==> src/rtl/ov7670_pkg.sv <==
// Shared definitions for the OV7670 DVP capture path: capture FSM states,
// default frame geometry and the frame pixel-count helper.
package ov7670_pkg;

  typedef enum logic [1:0] {
    IDLE   = 2'd0,
    VBLANK = 2'd1,
    ACTIVE = 2'd2
  } cap_state_e;

  localparam int H_ACTIVE_DEF = 640;
  localparam int V_ACTIVE_DEF = 480;

  // Number of framebuffer words one frame occupies (quartered when decimating).
  function automatic int frame_pixels(input int h, input int v, input bit decim);
    return decim ? (h / 2) * (v / 2) : h * v;
  endfunction

endpackage

==> src/rtl/ov7670_edge_det.sv <==
// Registered input stage for one camera sync line plus rise/fall pulses.
// q is the single-registered copy every decision uses; rise/fall are
// combinational against a second delayed copy, so they coincide with q.
module ov7670_edge_det (
  input  logic pclk,
  input  logic rst,
  input  logic din,
  output logic q,
  output logic rise,
  output logic fall
);

  logic q_d;

  // Sample the pin, then keep one more stage for edge detection.
  always_ff @(posedge pclk or posedge rst) begin
    if (rst) begin
      q   <= 1'b0;
      q_d <= 1'b0;
    end else begin
      q   <= din;
      q_d <= q;
    end
  end

  assign rise = q & ~q_d;
  assign fall = ~q & q_d;

endmodule

==> src/rtl/ov7670_capture_rx.sv <==
// OV7670 8-bit DVP receiver in the pixel-clock domain. Pairs bytes into
// RGB565 words and emits a row-major framebuffer write stream; flags frames
// whose line lengths, line count or address range were wrong.
// Optional: define OV7670_CAPTURE_DECIM2_EN for 2:1 decimation in both axes
// (even pixels of even lines only, quarter-size address range).
module ov7670_capture_rx
  import ov7670_pkg::*;
#(
  parameter int H_ACTIVE = H_ACTIVE_DEF,
  parameter int V_ACTIVE = V_ACTIVE_DEF,
  parameter int ADDR_W   = 19
) (
  input  logic              pclk,
  input  logic              rst,
  input  logic              vsync,
  input  logic              href,
  input  logic [7:0]        d,
  input  logic              cap_en,
  output logic              wr_en,
  output logic [ADDR_W-1:0] wr_addr,
  output logic [15:0]       wr_data,
  output logic              frame_done,
  output logic              frame_err
);

`ifdef OV7670_CAPTURE_DECIM2_EN
  localparam bit DECIM = 1'b1;
`else
  localparam bit DECIM = 1'b0;
`endif

  localparam int            FRAME_PIX  = frame_pixels(H_ACTIVE, V_ACTIVE, DECIM);
  // One extra address bit so the limit is representable even when it equals 2**ADDR_W.
  localparam logic [ADDR_W:0] ADDR_LIMIT = (ADDR_W + 1)'(FRAME_PIX);
  localparam logic [ADDR_W:0] ADDR_ONE   = (ADDR_W + 1)'(1);
  localparam logic [15:0]     H_LEN      = 16'(H_ACTIVE);
  localparam logic [15:0]     V_LEN      = 16'(V_ACTIVE);

  cap_state_e        state;
  logic              vsync_q, vsync_rise, vsync_fall;
  logic              href_q, href_rise, href_fall;
  logic [7:0]        d_q, hi_byte;
  logic              phase;
  logic              line_open;
  logic [15:0]       line_pix, line_cnt;
  logic              err_acc;
  logic [ADDR_W:0]   addr;

  logic              px_valid, keep_pix, line_end, line_bad;
  logic [15:0]       lines_next;

  ov7670_edge_det u_vsync_det (
    .pclk (pclk),
    .rst  (rst),
    .din  (vsync),
    .q    (vsync_q),
    .rise (vsync_rise),
    .fall (vsync_fall)
  );

  ov7670_edge_det u_href_det (
    .pclk (pclk),
    .rst  (rst),
    .din  (href),
    .q    (href_q),
    .rise (href_rise),
    .fall (href_fall)
  );

  // Data byte gets the same single register stage as the sync lines.
  always_ff @(posedge pclk or posedge rst) begin
    if (rst) d_q <= 8'h00;
    else     d_q <= d;
  end

  // Per-cycle qualifiers: a byte only counts inside a line that opened while
  // ACTIVE with vsync low, so a line already running at frame start is dropped.
  always_comb begin
    px_valid   = (state == ACTIVE) && href_q && !vsync_q && (line_open || href_rise);
    line_end   = (state == ACTIVE) && href_fall && line_open;
    line_bad   = (line_pix != H_LEN) || phase;
    lines_next = (line_end && (line_cnt != 16'hFFFF)) ? line_cnt + 16'd1 : line_cnt;
    keep_pix   = 1'b1;
    if (DECIM) keep_pix = ~line_cnt[0] & ~line_pix[0];
  end

  // Capture FSM with registered write port and frame status.
  always_ff @(posedge pclk or posedge rst) begin
    if (rst) begin
      state      <= IDLE;
      wr_en      <= 1'b0;
      wr_addr    <= '0;
      wr_data    <= 16'h0000;
      frame_done <= 1'b0;
      frame_err  <= 1'b0;
      hi_byte    <= 8'h00;
      phase      <= 1'b0;
      line_open  <= 1'b0;
      line_pix   <= 16'h0000;
      line_cnt   <= 16'h0000;
      err_acc    <= 1'b0;
      addr       <= '0;
    end else begin
      wr_en      <= 1'b0;
      frame_done <= 1'b0;
      case (state)
        IDLE: begin
          if (vsync_rise) state <= VBLANK;
        end

        VBLANK: begin
          if (vsync_fall) begin
            if (cap_en) begin
              state     <= ACTIVE;
              addr      <= '0;
              phase     <= 1'b0;
              line_open <= 1'b0;
              line_pix  <= 16'h0000;
              line_cnt  <= 16'h0000;
              err_acc   <= 1'b0;
            end else begin
              state <= IDLE;
            end
          end
        end

        ACTIVE: begin
          if (href_rise && !vsync_q) line_open <= 1'b1;

          if (px_valid) begin
            phase <= ~phase;
            if (!phase) begin
              hi_byte <= d_q;
            end else begin
              if (line_pix != 16'hFFFF) line_pix <= line_pix + 16'd1;
              if (keep_pix) begin
                if (addr == ADDR_LIMIT) begin
                  // Frame longer than the buffer: drop the pixel, hold addr.
                  err_acc <= 1'b1;
                end else begin
                  wr_en   <= 1'b1;
                  wr_addr <= addr[ADDR_W-1:0];
                  wr_data <= {hi_byte, d_q};
                  addr    <= addr + ADDR_ONE;
                end
              end
            end
          end

          // Any href drop realigns the byte pairing for the next line.
          if (href_fall) phase <= 1'b0;

          if (line_end) begin
            line_open <= 1'b0;
            line_pix  <= 16'h0000;
            line_cnt  <= lines_next;
            if (line_bad) err_acc <= 1'b1;
          end

          // Frame end; a line ending on this same cycle is folded in.
          if (vsync_rise) begin
            frame_done <= 1'b1;
            frame_err  <= err_acc | (line_end & line_bad) | (lines_next != V_LEN);
            state      <= VBLANK;
          end
        end

        default: state <= IDLE;
      endcase
    end
  end

endmodule

==> config.mk <==
export PLATFORM = sky130hd
export DESIGN_NAME = ov7670_capture_rx
export DESIGN_NICKNAME = d
export VERILOG_FILES = /design/src/rtl/ov7670_pkg.sv /design/src/rtl/ov7670_edge_det.sv /design/src/rtl/ov7670_capture_rx.sv
export SDC_FILE = /design/constraint.sdc
export NUM_CORES = 1
export LEC_CHECK = 0
export ABC_AREA = 1
export BUFFER_PORTS_ARGS = -buffer_cell sky130_fd_sc_hd__buf_2
export CAP_MARGIN = 20
export CORE_MARGIN = 5
export CORE_UTILIZATION = 57
export CTS_CLUSTER_DIAMETER = 100
export DETAILED_ROUTE_END_ITERATION = 10
export PLACE_DENSITY = 0.77
export RECOVER_POWER = 100
export SLEW_MARGIN = 20
export SYNTH_ARGS = -nofsm -noshare
export SYNTH_HDL_FRONTEND = slang
export SYNTH_SLANG_ARGS = --single-unit
==> constraint.sdc <==
create_clock -name pclk -period 4.65 [get_ports pclk]
set_input_delay 0.465 -clock pclk [delete_from_list [all_inputs] [get_ports pclk]]
set_output_delay 0.465 -clock pclk [all_outputs]
set_load 0.02 [all_outputs]
# Word level (Yosys, flattened, before mapping)
# Index checks and enable logic that the tools add are counted.
# word_totals
register_bits	115
wordCells	116
# classes
reduce_logical	23
bitwise	13
muxes	40
n_eq_ne	19
add_sub_neg	3
# ops
cell	count
16-bit 2-to-1 mux	8
20-bit 2-to-1 mux	5
16-bit case mux with 2 select lines	2
20-bit case mux with 2 select lines	1
16-bit by 1-bit adder with 16-bit output (second input constant)	2
16-bit inequality test (second input constant)	2
20-bit by 1-bit adder with 20-bit output (second input constant)	1
20-bit by 19-bit equality test with 1-bit output (second input constant)	1
1-bit 2-to-1 mux	17
16-bit by 10-bit inequality test with 1-bit output (second input constant)	1
16-bit by 9-bit inequality test with 1-bit output (second input constant)	1
4-bit AND reduction	4
6-bit AND reduction	2
2-bit inequality test (second input constant)	5
3-bit inequality test (second input constant)	3
1-bit logical AND	7
2-bit 2-to-1 mux	3
3-bit by 2-bit inequality test with 1-bit output (second input constant)	2
1-bit inverter	6
1-bit case mux with 2 select lines	3
3-bit AND reduction	2
1-bit bitwise AND	5
2-bit by 1-bit inequality test with 1-bit output (second input constant)	2
2-bit case mux with 2 select lines	1
9 further kinds	12

# Longest topological paths before layout
# logic_depth
depth_word	8
mapped_depth	15
depth_no_buf	15

# By module
# A second synthesis with hierarchy kept.
# unflattened
cells_unflattened	784
area_unflattened_um2	6073.3
# modules_own_cells
mod	area_each_um2	cells_per_inst	n_inst
ov7670_capture_rx	5935.7	770	1
ov7670_edge_det	68.8	7	2

# Worst setup path after synthesis
# No wires, ideal clock.
# synth_path
path_kind	register to register
from	register state[0]
to	register addr[3]
path_slack_ns	2.793
arrival_time_ns	1.739
required_time_ns	4.532
n_path_buf	1
stages_incl_launch_ff	13
path_cell_list	dfrtp_1 inv_1 ha_1 inv_2 nor3_2 nand2_1 nor2_4 nand2_4 a21oi_4 inv_2 buf_4 nand2_1 o21ai_2
# synth_between
elab_chain_len	6
# synth_rtl
item	line_no	text
from (decl)	ov7670_capture_rx.sv:39	cap_state_e state;
from (signal assigned)	ov7670_capture_rx.sv:90	state <= IDLE;
from (signal assigned)	ov7670_capture_rx.sv:108	if (vsync_rise) state <= VBLANK;
from (signal assigned)	ov7670_capture_rx.sv:114	state <= ACTIVE;
2-bit equality test	ov7670_capture_rx.sv:79, ov7670_capture_rx.sv:106	
1-bit logical AND (3 in series)	ov7670_capture_rx.sv:79	px_valid = (state == ACTIVE) && href_q && !vsync_q && (line_open || href_rise);
2-bit inequality test (no line)	-	
6-bit AND reduction (no line)	-	
to (signal assigned)	ov7670_capture_rx.sv:144	addr <= addr + ADDR_ONE;
to (decl)	ov7670_capture_rx.sv:47	logic [ADDR_W:0] addr;
# Several ways; a longest one is shown, not always the timed one.
# A chain may end at the register's enable or synchronous reset.

# Worst setup path in the final report
# layout_path
from	register state[0]
to	register line_cnt[2]
# layout_between
elab_chain_len	7
# layout_rtl
item	line_no	text
2-bit equality test	ov7670_capture_rx.sv:80, ov7670_capture_rx.sv:106	
1-bit logical AND (2 in series)	ov7670_capture_rx.sv:80	line_end = (state == ACTIVE) && href_fall && line_open;
1-bit logical AND	ov7670_capture_rx.sv:82	lines_next = (line_end && (line_cnt != 16'hFFFF)) ? line_cnt + 16'd1 : line_cnt;
16-bit 2-to-1 mux	ov7670_capture_rx.sv:82	
16-bit 2-to-1 mux	ov7670_capture_rx.sv:153	if (line_end) begin
16-bit case mux with 2 select lines	ov7670_capture_rx.sv:106	case (state)
to (signal assigned)	ov7670_capture_rx.sv:156	line_cnt <= lines_next;
to (decl)	ov7670_capture_rx.sv:45	logic [15:0] line_pix, line_cnt;
# Several ways; a longest one is shown, not always the timed one. The select of a mux whose other input is x is not followed.

==> impl_metrics.toml <==
[global_routing]
grtUsageTotal_pct = 24.0
grt_max_degree = 82
antenna_found_initial = 0
overflow = 0
first_global_vias = 5248
grt_pass1_wl_mm = 24.6

[cells_and_area]
syn2layout_area_growth_pct = 13.0
seqCellArea_sq_um = 2880
final_cell_count_no_fill = 973
multiInputGateArea_sq_um = 2590
fill_cells = 871
diodes = 0
layout.nets = 847
final_area_sq_um = 6780
layout-drive-gt1-share_pct = 6.57

[clock_tree]
htree_levels = 4
holdBufCountCts = 0
cts.repair.resized = 0
worst_skew_pair.late_latency_ns = 0.53
clock_path_buffers = 2
numCtsBuffers = 17
post-cts-setup-buffers = 0
cts_tree = "done"
path_clk_slew_ns = 0.06
clock-sinks = 115
cts_root_buf = "clkbuf_8"

[routing]
drt_iter0_markers = 460
dr.pass1.iters = 5
wirelength_mm = 14.4
via_count = 5306
wl_per_cell_um = 14.8
drc = 0
viasPerCell = 5.45
antenna_left = 0

[sta]
period_needed_ns = 3.34
final.setup.tns_ns = 0
hold_viol_final = 0
relSlewSlack_pct = -132
fmax_mhz = 300
hold_ws_ns = 0.0384
drv_slew = 82
fin_crit_sh_pct = 71.8
rsz0062_at_grt = "false"
worstMarginPinSlew_ns = 3.47
setup_viol = 0
fin_skew_ns = 0.00672

[floorplanning]
initial_core_util_pct = 58.4
ios = 51
coreArea_sq_um = 10300
rows = 37
fp.dieW_um = 113
die-area_sq_um = 12700
die_y_um = 113

[power]
powerDensity_nw_per_um2 = 432
seq_power_share_pct = 37.5
peakVddDrop_uv = 259
p_clk_share_pct = 44.1
swShare_pct = 31.1
p_sw_uw = 913
internal-power_mw = 2.02
p_comb_share_pct = 18.4
power_leakage_nw = 3.21

[worst_setup_path]
crit_end = "line_cnt[2]"
crit_start = "state[0]"
path_cells = "inv_1, ha_1, buf_4, inv_1, nor2_1, inv_1, nor2_1, clkinv_1, o21ai_0"
rr_startpoint = "state[0]"
cp.required_ns = 5.09
cp-end-kind = "flip-flop"
cp-start-kind = "flip-flop"
cpMaxStageDelayCell = "nor2_1"
path_max_fanout = 21
path_class = "reg -> reg"
r2r_slack_ns = 1.31
reg2reg_depth = 9
cp_slowest_stage_delay_ns = 0.67
r2r-end = "line_cnt[2]"
arrival_ns = 3.78
path_common_cell = "inv_1"

[logic_synthesis]
synth_most_common_cell = "nand2_1"
synth_common_cells = "nand2_1, dfrtp_1, inv_1"
ys_top_cells_by_area = "dfrtp_1, nand2_1, inv_1, nor2_1, nand3_1"
synthFlopType = "dfrtp_1"
yosys_register_bits = 115
syn_area_sq_um = 6000
ys_warn_count = 0
synth_edf_count = 0
synth_seq_area_share_pct = 47.9
netlist_instances = 778
synth_cell_type_count = 37
synth-async-reset-ratio_pct = 100
syn_nets = 800
avgSynthCellArea_sq_um = 7.72
synth_top_area_share_pct = 47.9
yosysTopAreaCell = "dfrtp_1"

[placement]
post_dp_cell_area_sq_um = 6310
dp.cells = 942
place.port_buffers = 50
gp_congestion = 0.952
dp_hpwl_mm = 9.92

[flow_run]
cap_violations = 1

[outcome]
failed_checks = "max-capacitance violations, max-slew violations"
run_status = "finished with violations"

[hold_path]
min_path_type = "in -> reg"
hold_depth = 1
## sequential cells by signal (all words and copies together) (netlist names), 2 cells and up
| register | count |
|---|---|
| addr | 20 |
| wr_addr | 19 |
| line_cnt | 16 |
| line_pix | 16 |
| wr_data | 16 |
| d_q | 8 |
| hi_byte | 8 |
| state | 2 |
## cells in the final DEF, fill, tap and decap left out, drive strengths merged
master    synthesis  routed
bufinv            0       3
nor3             13      13
dfrtp           115     115
ha                9       9
inv              87      88
o31ai             2       2
xor2             15      15
o21a              1       1
nand4            24      24
buf              17      13
a31o              1       1
nand2           251     251
nand3            50      50
a21oi            18      18
a31oi             1       1
xnor2             4       4
clkinvlp          0       5
o22ai            12      12
clkinv            1       4
nor2             81      81
o21ai            60      60
nor4              5       5
nand3b            1       1
a22oi             1       1
clkbuf            8      59
or2               1       1
## power by group through the flow
| stage | registers, mW | logic (mW) | clock network, mW |
|---|---|---|---|
| final | 1.10 | 0.540 | 1.29 |
| after global routing | 1.11 | 0.608 | 1.36 |
| after CTS | 1.10 | 0.580 | 1.31 |
| after detailed placement | 1.12 | 0.576 | 0 |
| after global placement | 1.11 | 0.556 | 0 |
| after floorplan | 1.13 | 0.438 | 0 |
## worst min-delay path by stage
| stage | from | endpoint | slack [ns] |
|---|---|---|---|
| after detailed placement | u_href_det.q | u_href_det.q_d | 0.43 |
| after floorplan | u_href_det.q | u_href_det.q_d | 0.39 |
| final | d[2] | d_q[2] | 0.04 |
| after CTS | d[2] | d_q[2] | 0.02 |
| after global routing | d[4] | d_q[4] | 0.02 |
| after global placement | u_href_det.q | u_href_det.q_d | 0.44 |
## worst max-delay path: cells and delay by family, from the launching register on
family | cells | cell delay, ns
adder cells (fa/ha/maj) | 1 | 0.15
flip-flops | 1 | 0.41
AND/OR/NAND/NOR | 2 | 1.16
AO/OA/AOI/OAI | 1 | 0.29
buffers and inverters | 5 | 1.22
## final cells by class
cell class	instances	area share [%]
flip-flops and latches	115	42.4
multi-input cells	550	38.3
clock buffers	19	6.36
inverters	88	4.89
repair buffers	53	3.26
well taps	136	2.51
clock inverters	12	2.31
## cell families (layout without fill, tap and decap cells)
family / Yosys count / in the layout / synth area share (%)
adders and majority gates: 9 / 9 / 1.88
AOI/OAI and AO/OA: 96 / 96 / 9.25
and+or+nand+nor: 426 / 426 / 30.4
DFF: 115 / 115 / 47.9
buffers and inverters: 113 / 172 / 7.73
xor gates and xnor gates: 19 / 19 / 2.77
## stage by stage
| stage | power, mW | setup slack [ns] | utilization, % |
|---|---|---|---|
| 3_3_place_gp | 1.67 | 1.90 | 61.4 |
| 4_1_cts | 2.99 | 1.76 | 67.2 |
| 2_1_floorplan | 1.57 | 1.14 | - |
| 3_5_place_dp | 1.69 | 1.76 | 61.4 |
| 5_1_grt | 3.07 | 0.966 | 66.0 |
| 6_report | 2.93 | 1.31 | 66.0 |
## per-layer routing
layer / part of all wire [%] / track usage [%]
met5: 0 / 0
met1: 41 / 29.2
met3: 6.6 / 5.23
met2: 50 / 40.9
met4: 2.7 / 10.7
Note: power is estimated with default switching activity, not from simulation.
